**src/rtl/sdram_refresh_sched.sv**
```systemverilog
// Refresh scheduler: interval ticks, pending-refresh tracking and a req/ack/busy refresh FSM.
// Optional macro REF_POSTPONE_EN: allow up to 7 postponed refreshes instead of a single pending flag.
module sdram_refresh_sched #(
  parameter int unsigned RF_CNT_SIZE  = 16,
  parameter int unsigned DUR_SIZE     = 4,
  parameter int unsigned URGENT_LEVEL = 4
) (
  input  logic                   clk0,
  input  logic                   reset,
  input  logic [RF_CNT_SIZE-1:0] refresh_count,
  input  logic [DUR_SIZE-1:0]    ref_dur,
  input  logic                   rf_restart,
  input  logic                   ref_ack,
  input  logic                   clr_overrun,
  output logic                   ref_req,
  output logic                   ref_busy,
  output logic                   ref_done,
  output logic [2:0]             ref_pending,
  output logic                   ref_urgent,
  output logic                   ref_overrun
);

`ifdef REF_POSTPONE_EN
  localparam logic [2:0]  PMAX    = 3'd7;
  localparam int unsigned URG_THR = URGENT_LEVEL;
`else
  localparam logic [2:0]  PMAX    = 3'd1;
  // A single pending flag is urgent as soon as it is set, whatever URGENT_LEVEL says.
  localparam int unsigned URG_THR = (URGENT_LEVEL > 0) ? 1 : 1;
`endif

  typedef enum logic [1:0] {IDLE, REQ, RUN} state_t;

  state_t                 state, state_nxt;
  logic [RF_CNT_SIZE-1:0] cnt, cnt_nxt;
  logic [DUR_SIZE-1:0]    dur_cnt, dur_nxt;
  logic [2:0]             pending, pending_nxt;
  logic                   overrun, overrun_nxt;
  logic                   done_q, done_nxt;
  logic                   tick, grant;

  // Interval counter; a restart wins over a tick in the same cycle.
  always_comb begin
    tick    = (refresh_count != '0) && !rf_restart &&
              (cnt >= (refresh_count - RF_CNT_SIZE'(1)));
    cnt_nxt = cnt + RF_CNT_SIZE'(1);
    if (rf_restart || tick || (refresh_count == '0))
      cnt_nxt = '0;
  end

  assign grant = (state == REQ) && ref_ack;

  always_comb begin
    pending_nxt = pending;
    overrun_nxt = overrun;
    if (clr_overrun)
      overrun_nxt = 1'b0;
    if (tick && !grant) begin
      if (pending == PMAX)
        overrun_nxt = 1'b1;
      else
        pending_nxt = pending + 3'd1;
    end else if (grant && !tick) begin
      pending_nxt = pending - 3'd1;
    end
  end

  always_comb begin
    state_nxt = state;
    dur_nxt   = dur_cnt;
    done_nxt  = 1'b0;
    case (state)
      IDLE: if (pending != '0) state_nxt = REQ;
      REQ: begin
        if (ref_ack) begin
          state_nxt = RUN;
          dur_nxt   = ref_dur;
        end
      end
      RUN: begin
        if (dur_cnt == '0) begin
          state_nxt = IDLE;
          done_nxt  = 1'b1;
        end else begin
          dur_nxt = dur_cnt - DUR_SIZE'(1);
        end
      end
      default: state_nxt = IDLE;
    endcase
  end

  always_ff @(posedge clk0 or negedge reset) begin
    if (!reset) begin
      state   <= IDLE;
      cnt     <= '0;
      dur_cnt <= '0;
      pending <= '0;
      overrun <= 1'b0;
      done_q  <= 1'b0;
    end else begin
      state   <= state_nxt;
      cnt     <= cnt_nxt;
      dur_cnt <= dur_nxt;
      pending <= pending_nxt;
      overrun <= overrun_nxt;
      done_q  <= done_nxt;
    end
  end

  assign ref_req     = (state == REQ);
  assign ref_busy    = (state == RUN);
  assign ref_done    = done_q;
  assign ref_pending = pending;
  assign ref_urgent  = (32'(pending) >= URG_THR);
  assign ref_overrun = overrun;

endmodule

```
**config.mk**
```make
export PLATFORM = sky130hd
export DESIGN_NAME = sdram_refresh_sched
export DESIGN_NICKNAME = d
export VERILOG_FILES = /design/src/rtl/sdram_refresh_sched.sv
export SDC_FILE = /design/constraint.sdc
export NUM_CORES = 1
export LEC_CHECK = 0
export ABC_AREA = 1
export BUFFER_PORTS_ARGS = -buffer_cell sky130_fd_sc_hd__buf_4
export CAP_MARGIN = 20
export CORE_UTILIZATION = 58
export DETAILED_ROUTE_END_ITERATION = 10
export PLACE_DENSITY = 0.79
export SLEW_MARGIN = 20
export SYNTH_ARGS = -nofsm -noshare
export SYNTH_HDL_FRONTEND = slang
export SYNTH_SLANG_ARGS = --single-unit
```
**constraint.sdc**
```tcl
create_clock -name clk0 -period 2.1 [get_ports clk0]
set_input_delay 0.105 -clock clk0 [delete_from_list [all_inputs] [get_ports clk0]]
set_output_delay 0.105 -clock clk0 [all_outputs]
set_load 0.01 [all_outputs]
```
==> impl_metrics.env, run 1 <==
export IMPL_status="complete, but fails checks"
export IMPL_failed_checks="setup timing"
export IMPL_yosysWarnings=0
export IMPL_wire_per_inst_um=12.1
export IMPL_startpoint="refresh_count[5]"
export IMPL_initial_core_util_pct=61.0
export IMPL_worstReg2RegStart="cnt[11]$_DFF_PN0_"
export IMPL_ys_seq_area_share_pct=29.8
export IMPL_hold_path_class="in -> reg"
export IMPL_clock_latency_ns=0.27
export IMPL_htreeDepth=1
export IMPL_cts_root_buf="clkbuf_8"
export IMPL_required_ns=2.28
export IMPL_cpPeakStageDelay_ns=0.32
export IMPL_setup_viol=11
export IMPL_min_period_ns=2.23
export IMPL_power_density_mw_per_mm2=591
export IMPL_cts_tree="built"
export IMPL_cap_violations=0
export IMPL_crit_buf_inv=3
export IMPL_clock_skew_ns=0.00218
export IMPL_cpMaxStageDelayCell="ha_1"
export IMPL_fp_dieH_um=64.5
export IMPL_critPathArrivalTime_ns=2.41
export IMPL_final_util_pct=79.4
export IMPL_slew_viol_final=0
export IMPL_fmaxAchievable_ghz=0.448
export IMPL_crit_type="in -> reg"
export IMPL_reg2reg_depth=10
export IMPL_ys_types=36
export IMPL_cpMostUsedCell="nand2_1"
export IMPL_grt_max_degree=28
export IMPL_grt_pass1_vias=2066
export IMPL_dp_hpwl_mm=3.61
export IMPL_final_hold_violation_count=0
export IMPL_drt_iter0_markers=47
export IMPL_die_area_mm2=0.00416
export IMPL_synth_async_reset_ratio_pct=100
export IMPL_dp_slack_ns=-0.515
export IMPL_nNetsFinal=412
export IMPL_worstPathMaxFanout=3
export IMPL_cp_end_kind="flip-flop"
export IMPL_r2r_end="ref_pending[2]$_DFFE_PN0P_"
export IMPL_setup_worst_path_end="ref_pending[2]$_DFFE_PN0P_"
export IMPL_portBuffers=32
export IMPL_netlist_area_mm2=0.00227
export IMPL_post_route_period_util_pct=106
export IMPL_cts_sinks=27
export IMPL_leakage_nw=1.52
export IMPL_io_pins=33
export IMPL_grt_ovfl_total=0
export IMPL_synth_seq_cells=27
export IMPL_path_cells="buf_6, or2_4, nor4_4, buf_4, nand2_2, xor2_1, ha_1, a21oi_2, o21ai_1, a21oi_2, nand2_2, buf_4, nand4_1, nand2_1, nand2_1, nand2_1"
export IMPL_r2r_slack_ns=0.23
export IMPL_drcViolationCount=0
export IMPL_clk_pin_slew_ns=0.09
export IMPL_gr_usage_all_layers_pct=25.5
export IMPL_numCtsBuffers=3
export IMPL_rows=22
export IMPL_setup_ws_ns=-0.134
export IMPL_antenna_left=0
export IMPL_tightest_slew_ns=0.341
export IMPL_core_mm2=0.00372
export IMPL_netlist_instances=301
export IMPL_num_vias=2097
export IMPL_peakVddDrop_v=0.000733
export IMPL_vias_per_cell=5.10
export IMPL_grt_pass1_wl_mm=8.34
export IMPL_start_kind="input port"
export IMPL_rsz0062_at_grt="yes"
export IMPL_synth_edf_count=0
export IMPL_relSlewSlack_pct=77.3
export IMPL_crit_cells=16
export IMPL_critical_path_top_delay_family="simple AND/OR/NAND/NOR gates"
export IMPL_synthFlopType="dfrtp_1"
export IMPL_area_growth_synth_to_final_pct=30.1
export IMPL_diodes=0
export IMPL_place_gp_congestion=0.848
export IMPL_antenna_found_initial=0
export IMPL_drive_above_1_share_pct=28.7
export IMPL_dieWidth_um=64.5
export IMPL_firstDrtPassIters=4
export IMPL_post_synth_cell_area_avg_um2=7.53
export IMPL_synth_nets=349
export IMPL_routed_wirelength_mm=4.99
export IMPL_cts_buffer_depth=2
export IMPL_tns_ns=-0.692
## what timing repair did
action                                 CTS  global route
gates resized for setup                  7            15
setup buffers                            3             1
hold buffers                             1             0
pin swaps                               14            16
endpoints found under the hold margin   27             0
setup endpoints to repair               20            20
## stage by stage
stage / total power [mW] / cell area [um2] / cells / hold WS [ns]
3_3_place_gp: 1.41 / 2760 / 402 / 0.0374
5_1_grt: 1.89 / 2950 / 411 / 0.0129
3_5_place_dp: 1.43 / 2760 / 402 / 0.0379
6_report: 1.74 / 2950 / 411 / 0.00246
2_1_floorplan: 1.17 / 2310 / 301 / -0.191
4_1_cts: 1.74 / 2880 / 410 / 0.00688
## routing by layer
metal,GRT usage [%],part of all wire [%]
met1,31.0,46
met4,9.17,1.6
met5,0,0
met3,1.76,2.4
met2,46.8,50
## Yosys cell counts, drive strengths merged (2+ instances only)
cell type  number  area (um2)
nand2          67         269
inv            53         199
nor2           41         179
dfrtp          27         676
ha             23         288
nand3          14        97.6
nor3           14        91.3
xor2           14         123
a21oi          10        53.8
o21ai           9        48.8
nand4           7        43.8
nor4            5        43.8
nor3b           4        35.0
xnor2           3        26.3
a31oi           2        27.5
or2             2        15.0
## power breakdown
| part | internal, mW | total [mW] | switching (mW) |
|---|---|---|---|
| clock network | 0.136 | 0.297 | 0.161 |
| registers | 0.610 | 0.696 | 0.0859 |
| logic | 0.326 | 0.751 | 0.426 |
## placed cells by master (no fill, tap or decap), drive strengths merged, types with 5 or more instances in the layout
cell type	count
nand2	67
ha	23
xor2	14
dfrtp	27
nor3	14
nor2	41
nor4	5
a21oi	10
o21ai	9
nand3	14
buf	58
inv	53
nand4	7
## sequential cells by signal, summed over array words and instances (netlist names)
signal	cells
ref_overrun	1
dur_cnt	4
cnt	16
ref_pending	3
state	2
ref_done	1
## final cells by class
type,instances,area (um2)
multi-input combinational,220,1490
tap,48,60.1
timing repair buffer,59,460
inverter,53,219
fill,266,767
sequential,27,676
clock buffer,4,45.0
## logic make-up after synthesis
group	Yosys count	share of synthesized area [%]
AO/OA/AOI/OAI	26	7.51
buffers and inverters	54	9.27
flip-flops	27	29.8
XOR/XNOR	17	6.57
AND/OR/NAND/NOR	154	34.2
adder cells (fa/ha/maj)	23	12.7
## worst min path at each step
stage	start	endpoint	cells past startpoint
finish	clr_overrun	ref_overrun$_DFF_PN0_	2
detailed placement	reset	dur_cnt[0]$_DFFE_PN0P_	1
CTS	clr_overrun	ref_overrun$_DFF_PN0_	2
global placement	reset	dur_cnt[1]$_DFFE_PN0P_	1
floorplan	reset	cnt[0]$_DFF_PN0_	0
global route	clr_overrun	ref_overrun$_DFF_PN0_	2
## worst reg2reg max path, stage by stage, from the launching register on
cell and delay (ns):
dfrtp_1 0.43, ha_1 0.34, a21oi_1 0.14, o21ai_1 0.10
a21oi_2 0.25, nand2_2 0.12, buf_4 0.16, nand4_1 0.06
nand2_1 0.06, nand2_1 0.06, nand2_1 0.04
No activity file was read; power rests on OpenSTA's default activity.
==> inputs of run 2 (changes only) <==
--- a/config.mk
+++ b/config.mk
@@ -10,7 +10,7 @@
 export CAP_MARGIN = 20
 export CORE_UTILIZATION = 58
 export DETAILED_ROUTE_END_ITERATION = 10
-export PLACE_DENSITY = 0.79
+export PLACE_DENSITY_LB_ADDON = 0.08
 export SLEW_MARGIN = 20
 export SYNTH_ARGS = -nofsm -noshare
 export SYNTH_HDL_FRONTEND = slang
==> impl_metrics.env, run 2 (synthesized netlist as in run 1, its figures left out) <==
export IMPL_gr_usage_all_layers_pct=23.3
export IMPL_crit_type="in -> reg"
export IMPL_grt_pass1_wl_mm=7.73
export IMPL_drcViolationCount=0
export IMPL_fmaxAchievable_ghz=0.450
export IMPL_cap_violations=0
export IMPL_tns_ns=-1.06
export IMPL_final_common_cell="nand2_1"
export IMPL_worstPathMaxFanout=16
export IMPL_critPathArrivalTime_ns=2.41
export IMPL_vias_per_cell=5.12
export IMPL_drive_above_1_share_pct=29.6
export IMPL_power_total_mw=1.72
export IMPL_failed_checks="setup timing"
export IMPL_grt_max_degree=28
export IMPL_setup_viol=19
export IMPL_final_cell_mix="57 x nand2_1, 51 x inv_1, 51 x buf_4, 32 x nor2_1, 27 x dfrtp_1"
export IMPL_relSlewSlack_pct=75.5
export IMPL_fp_dieH_um=64.5
export IMPL_nNetsFinal=410
export IMPL_required_ns=2.28
export IMPL_leakage_nw=1.52
export IMPL_htreeDepth=1
export IMPL_hold_start="ref_ack"
export IMPL_cts_root_buf="clkbuf_8"
export IMPL_setup_ws_ns=-0.122
export IMPL_startpoint="refresh_count[9]"
export IMPL_cp_end_kind="flip-flop"
export IMPL_place_gp_congestion=0.882
export IMPL_worstReg2RegStart="cnt[7]$_DFF_PN0_"
export IMPL_peakVddDrop_v=0.000683
export IMPL_min_period_ns=2.22
export IMPL_cts_buffer_depth=2
export IMPL_dieWidth_um=64.5
export IMPL_clock_latency_ns=0.27
export IMPL_tightest_slew_ns=0.365
export IMPL_antenna_found_initial=0
export IMPL_cts_tree="built"
export IMPL_io_pins=33
export IMPL_area_growth_synth_to_final_pct=31.2
export IMPL_routed_wirelength_mm=4.82
export IMPL_drt_iter0_markers=55
export IMPL_initial_core_util_pct=61.0
export IMPL_cts_sinks=27
export IMPL_wire_per_inst_um=11.8
export IMPL_clock_skew_ns=0.00173
export IMPL_start_kind="input port"
export IMPL_final_hold_violation_count=0
export IMPL_rsz0062_at_grt="yes"
export IMPL_diodes=0
export IMPL_numCtsBuffers=3
export IMPL_power_density_mw_per_mm2=579
export IMPL_core_mm2=0.00372
export IMPL_die_area_mm2=0.00416
export IMPL_largest_register="cnt"
export IMPL_status="complete, but fails checks"
export IMPL_grt_pass1_vias=1950
export IMPL_num_vias=2096
export IMPL_dp_hpwl_mm=3.38
export IMPL_clk_pin_slew_ns=0.09
export IMPL_firstDrtPassIters=4
export IMPL_largest_reg_flops=16
export IMPL_hold_path_class="in -> reg"
export IMPL_rows=22
export IMPL_slew_viol_final=0
export IMPL_post_route_period_util_pct=106
export IMPL_portBuffers=32
export IMPL_grt_ovfl_total=0
export IMPL_antenna_left=0
[run 2: cell types whose count changed in the layout (fill, tap and decap cells not counted), moves of 2 or more]
| cell | previous run | this run |
|---|---|---|
| a21oi_1 | 7 | 5 |
| buf_4 | 54 | 51 |
| nand2_2 | 9 | 7 |
| nor2_1 | 34 | 32 |
| nor2_4 | 3 | 5 |
| nor3b_1 | 3 | 1 |
| nor3b_2 | 1 | 3 |
| o21ai_1 | 2 | 0 |
| o21ai_2 | 1 | 3 |
[run 2: cell type report]
class,instances,area (um2)
repair buffers,57,448
inverters,53,219
fillers,270,742
flip-flops and latches,27,676
well taps,48,60.1
multi-input cells,220,1530
clock buffers,4,45.0
[run 2: path summary, 6_finish.rpt]
kind / end / slack (ns) / cells past startpoint
hold reg to reg: cnt[0]$_DFF_PN0_ / 0.51 / 1
hold / removal: state[0]$_DFFE_PN0P_ / 0.01 / 2
min in group asynchronous: dur_cnt[0]$_DFFE_PN0P_ / 0.27 / 2
setup reg to reg: ref_pending[2]$_DFFE_PN0P_ / 0.29 / 13
setup / recovery: cnt[8]$_DFF_PN0_ / -0.12 / 13
max in group asynchronous: cnt[3]$_DFF_PN0_ / 1.56 / 2
[run 2: metrics by stage]
step / instances / util, % / cell area [um2] / setup slack (ns) / hold WS (ns)
floorplan: 301 / - / 2310 / -0.0961 / -0.191
global placement: 399 / 73.7 / 2740 / -0.371 / 0.0391
detailed placement: 399 / 73.7 / 2740 / -0.480 / 0.0397
CTS: 407 / 76.9 / 2860 / -0.0658 / 0.00724
global route: 409 / 80.0 / 2970 / -0.275 / 0.0260
finish: 409 / 80.0 / 2970 / -0.122 / 0.0125
[run 2: critical path, stage by stage]
cell	delay, ns
buf_4	0.11
nor2_1	0.16
nand2_2	0.11
nor4_4	0.35
nand3_1	0.14
xnor2_1	0.18
inv_1	0.09
ha_4	0.23
a21oi_2	0.17
o21ai_2	0.09
a21oi_4	0.20
nand3_4	0.23
nor3b_1	0.24
[run 2: per-layer routing]
layer | global-route usage, % | routed length (um) | up-vias
met3 | 2.46 | 124 | 4
met5 | 0 | 0 | -
met1 | 27.7 | 2200 | 963
met4 | 7.22 | 44 | 0
li1 | - | - | 1092
met2 | 43.6 | 2450 | 37
[run 2: where the power goes]
group	internal, mW	leakage [nW]	switching, mW	total [mW]
Clock	0.136	0.0228	0.155	0.291
Combinational	0.322	1.14	0.419	0.741
Sequential	0.610	0.357	0.0784	0.689
[run 2: timing repair]
| action | 4_1_cts | 5_1_grt |
|---|---|---|
| pin swaps | 3 | 14 |
| hold buffers | 2 | 0 |
| buffers inserted | 2 | 2 |
| gates cloned | 0 | 0 |
| gates resized for setup | 8 | 24 |
| setup endpoints to repair | 20 | 20 |
| hold endpoints to repair | 28 | 0 |
==> inputs of run 3 (changes only) <==
--- a/config.mk
+++ b/config.mk
@@ -11,6 +11,7 @@
 export CORE_UTILIZATION = 58
 export DETAILED_ROUTE_END_ITERATION = 10
 export PLACE_DENSITY_LB_ADDON = 0.08
+export RECOVER_POWER = 100
 export SLEW_MARGIN = 20
 export SYNTH_ARGS = -nofsm -noshare
 export SYNTH_HDL_FRONTEND = slang
==> impl_metrics.env, run 3 (synthesized netlist as in run 1, its figures left out) <==
export IMPL_status="complete, but fails checks"
export IMPL_failed_checks="setup timing"
export IMPL_place_gp_congestion=0.882
export IMPL_final_cell_mix="58 x nand2_1, 51 x inv_1, 43 x buf_4, 33 x nor2_1, 27 x dfrtp_1"
export IMPL_critPathArrivalTime_ns=2.42
export IMPL_final_hold_violation_count=0
export IMPL_antenna_found_initial=0
export IMPL_reg2reg_depth=6
export IMPL_cpPeakStageDelay_ns=0.35
export IMPL_r2r_end="cnt[8]$_DFF_PN0_"
export IMPL_worstPathMaxFanout=16
export IMPL_routed_wirelength_mm=4.81
export IMPL_clk_pin_slew_ns=0.09
export IMPL_seqPwrFrac_pct=40.8
export IMPL_final_common_cell="nand2_1"
export IMPL_p_int_mw=1.03
export IMPL_holdPathStages=2
export IMPL_slew_viol_final=0
export IMPL_nNetsFinal=410
export IMPL_cts_tree="built"
export IMPL_required_ns=2.29
export IMPL_antenna_left=0
export IMPL_crit_buf_inv=2
export IMPL_grt_pass1_wl_mm=7.73
export IMPL_diodes=0
export IMPL_setup_viol=18
export IMPL_htreeDepth=1
export IMPL_min_period_ns=2.23
export IMPL_clock_latency_ns=0.27
export IMPL_cp_end_kind="flip-flop"
export IMPL_vias_per_cell=5.13
export IMPL_power_density_mw_per_mm2=571
export IMPL_drt_iter0_markers=36
export IMPL_cts_root_buf="clkbuf_8"
export IMPL_switching_share_pct=38.6
export IMPL_area_growth_synth_to_final_pct=29.6
export IMPL_grt_pass1_vias=1950
export IMPL_gr_usage_all_layers_pct=23.3
export IMPL_critical_path_top_delay_family="simple AND/OR/NAND/NOR gates"
export IMPL_num_vias=2100
export IMPL_setup_ws_ns=-0.133
export IMPL_path_cells="buf_4, nor2_1, nand2_2, nor4_4, nand3_1, xnor2_1, inv_1, ha_4, a21oi_2, o21ai_2, a21oi_4, nand3_4, nor3b_1"
export IMPL_rows=22
export IMPL_crit_type="in -> reg"
export IMPL_grt_max_degree=28
export IMPL_pwr_share_comb_pct=41.5
export IMPL_core_mm2=0.00372
export IMPL_initial_core_util_pct=61.0
export IMPL_clock_skew_ns=0.00272
export IMPL_io_pins=33
export IMPL_rsz0062_at_grt="yes"
export IMPL_p_sw_mw=0.648
export IMPL_cap_violations=0
export IMPL_dieWidth_um=64.5
export IMPL_start_kind="input port"
export IMPL_drcViolationCount=0
export IMPL_tns_ns=-0.958
export IMPL_r2r_slack_ns=0.28
export IMPL_cpMaxStageDelayCell="nor4_4"
export IMPL_relSlewSlack_pct=3.66
export IMPL_cts_buffer_depth=2
export IMPL_worstHoldEndpoint="state[0]$_DFFE_PN0P_"
export IMPL_hold_start="ref_ack"
export IMPL_grt_ovfl_total=0
export IMPL_tightest_slew_ns=1.45
export IMPL_dp_hpwl_mm=3.38
export IMPL_worstReg2RegStart="cnt[13]$_DFF_PN0_"
export IMPL_post_route_period_util_pct=106
export IMPL_placed_cell_area_mm2=0.00274
export IMPL_peakVddDrop_v=0.000645
export IMPL_portBuffers=32
export IMPL_dp_slack_ns=-0.480
export IMPL_numCtsBuffers=3
export IMPL_leakage_nw=1.49
export IMPL_cts_sinks=27
export IMPL_drive_above_1_share_pct=26.9
export IMPL_clkPwrFrac_pct=17.7
export IMPL_design_area_mm2=0.00294
export IMPL_fmaxAchievable_ghz=0.448
export IMPL_fp_dieH_um=64.5
export IMPL_fillers=285
export IMPL_die_area_mm2=0.00416
export IMPL_largest_register="cnt"
export IMPL_hold_path_class="in -> reg"
export IMPL_wire_per_inst_um=11.8
export IMPL_firstDrtPassIters=4
export IMPL_largest_reg_flops=16
==> run 3: cell count changes in the layout (fill, tap and decap cells not counted) <==
cell	change
buf_4	-8
clkbuf_1	+8
nand2_1	+1
nand2_2	-1
nor2_1	+1
nor2_2	-1
==> run 3: metrics by stage <==
step                      hold WS [ns]  utilization (%)  std cells  total power [mW]
after floorplan                 -0.191                -        301              1.17
after global placement          0.0391             73.7        399              1.40
after detailed placement        0.0397             73.7        399              1.42
after CTS                      0.00724             76.9        407              1.73
after global routing            0.0259             79.1        409              1.82
final                          0.00622             79.1        409              1.68
==> run 3: final cells by class <==
cell class / count / area, um2 / share of cell area, %
Multi-Input combinational cell: 220 / 1520 / 51.8
Sequential cell: 27 / 676 / 23.0
Timing Repair Buffer: 57 / 418 / 14.2
Inverter: 53 / 219 / 7.45
Tap cell: 48 / 60.1 / 2.04
Clock buffer: 4 / 45.0 / 1.53
==> run 3: worst max-delay path by stage <==
stage | end | startpoint | depth (start not counted)
3_5_place_dp | ref_pending[0]$_DFFE_PN0P_ | refresh_count[3] | 16
5_1_grt | ref_pending[2]$_DFFE_PN0P_ | refresh_count[9] | 16
2_1_floorplan | ref_pending[0]$_DFFE_PN0P_ | refresh_count[1] | 17
3_3_place_gp | ref_pending[2]$_DFFE_PN0P_ | refresh_count[1] | 18
4_1_cts | ref_pending[2]$_DFFE_PN0P_ | refresh_count[5] | 15
6_report | cnt[8]$_DFF_PN0_ | refresh_count[9] | 13
==> run 3: layer usage <==
layer | part of all wire, % | vias up | global-route usage, %
met2 | 51 | 35 | 43.6
met4 | 0.81 | 0 | 7.22
met3 | 2.2 | 4 | 2.46
li1 | - | 1092 | -
met1 | 46 | 969 | 27.7
met5 | 0 | - | 0
==> run 3: power groups by stage <==
stage	Clock [mW]	Sequential, mW	Combinational (mW)
5_1_grt	0.314	0.696	0.811
4_1_cts	0.303	0.689	0.733
3_3_place_gp	0	0.697	0.707
2_1_floorplan	0	0.696	0.471
3_5_place_dp	0	0.699	0.720
6_report	0.296	0.685	0.696
==> run 3: worst register-to-register path, delay by kind of cell (launching register included) <==
| family | cells | cell delay (ns) |
|---|---|---|
| simple gates | 2 | 0.48 |
| compound gates | 3 | 0.47 |
| flops | 1 | 0.44 |
| fa+ha+maj | 1 | 0.34 |
==> run 3: what timing repair did <==
action | CTS | global route
setup endpoints to repair | 20 | 20
resized for setup | 8 | 24
pin swaps | 3 | 14
buffers inserted | 2 | 2
hold endpoints to repair | 28 | 0
hold buffers | 2 | 0
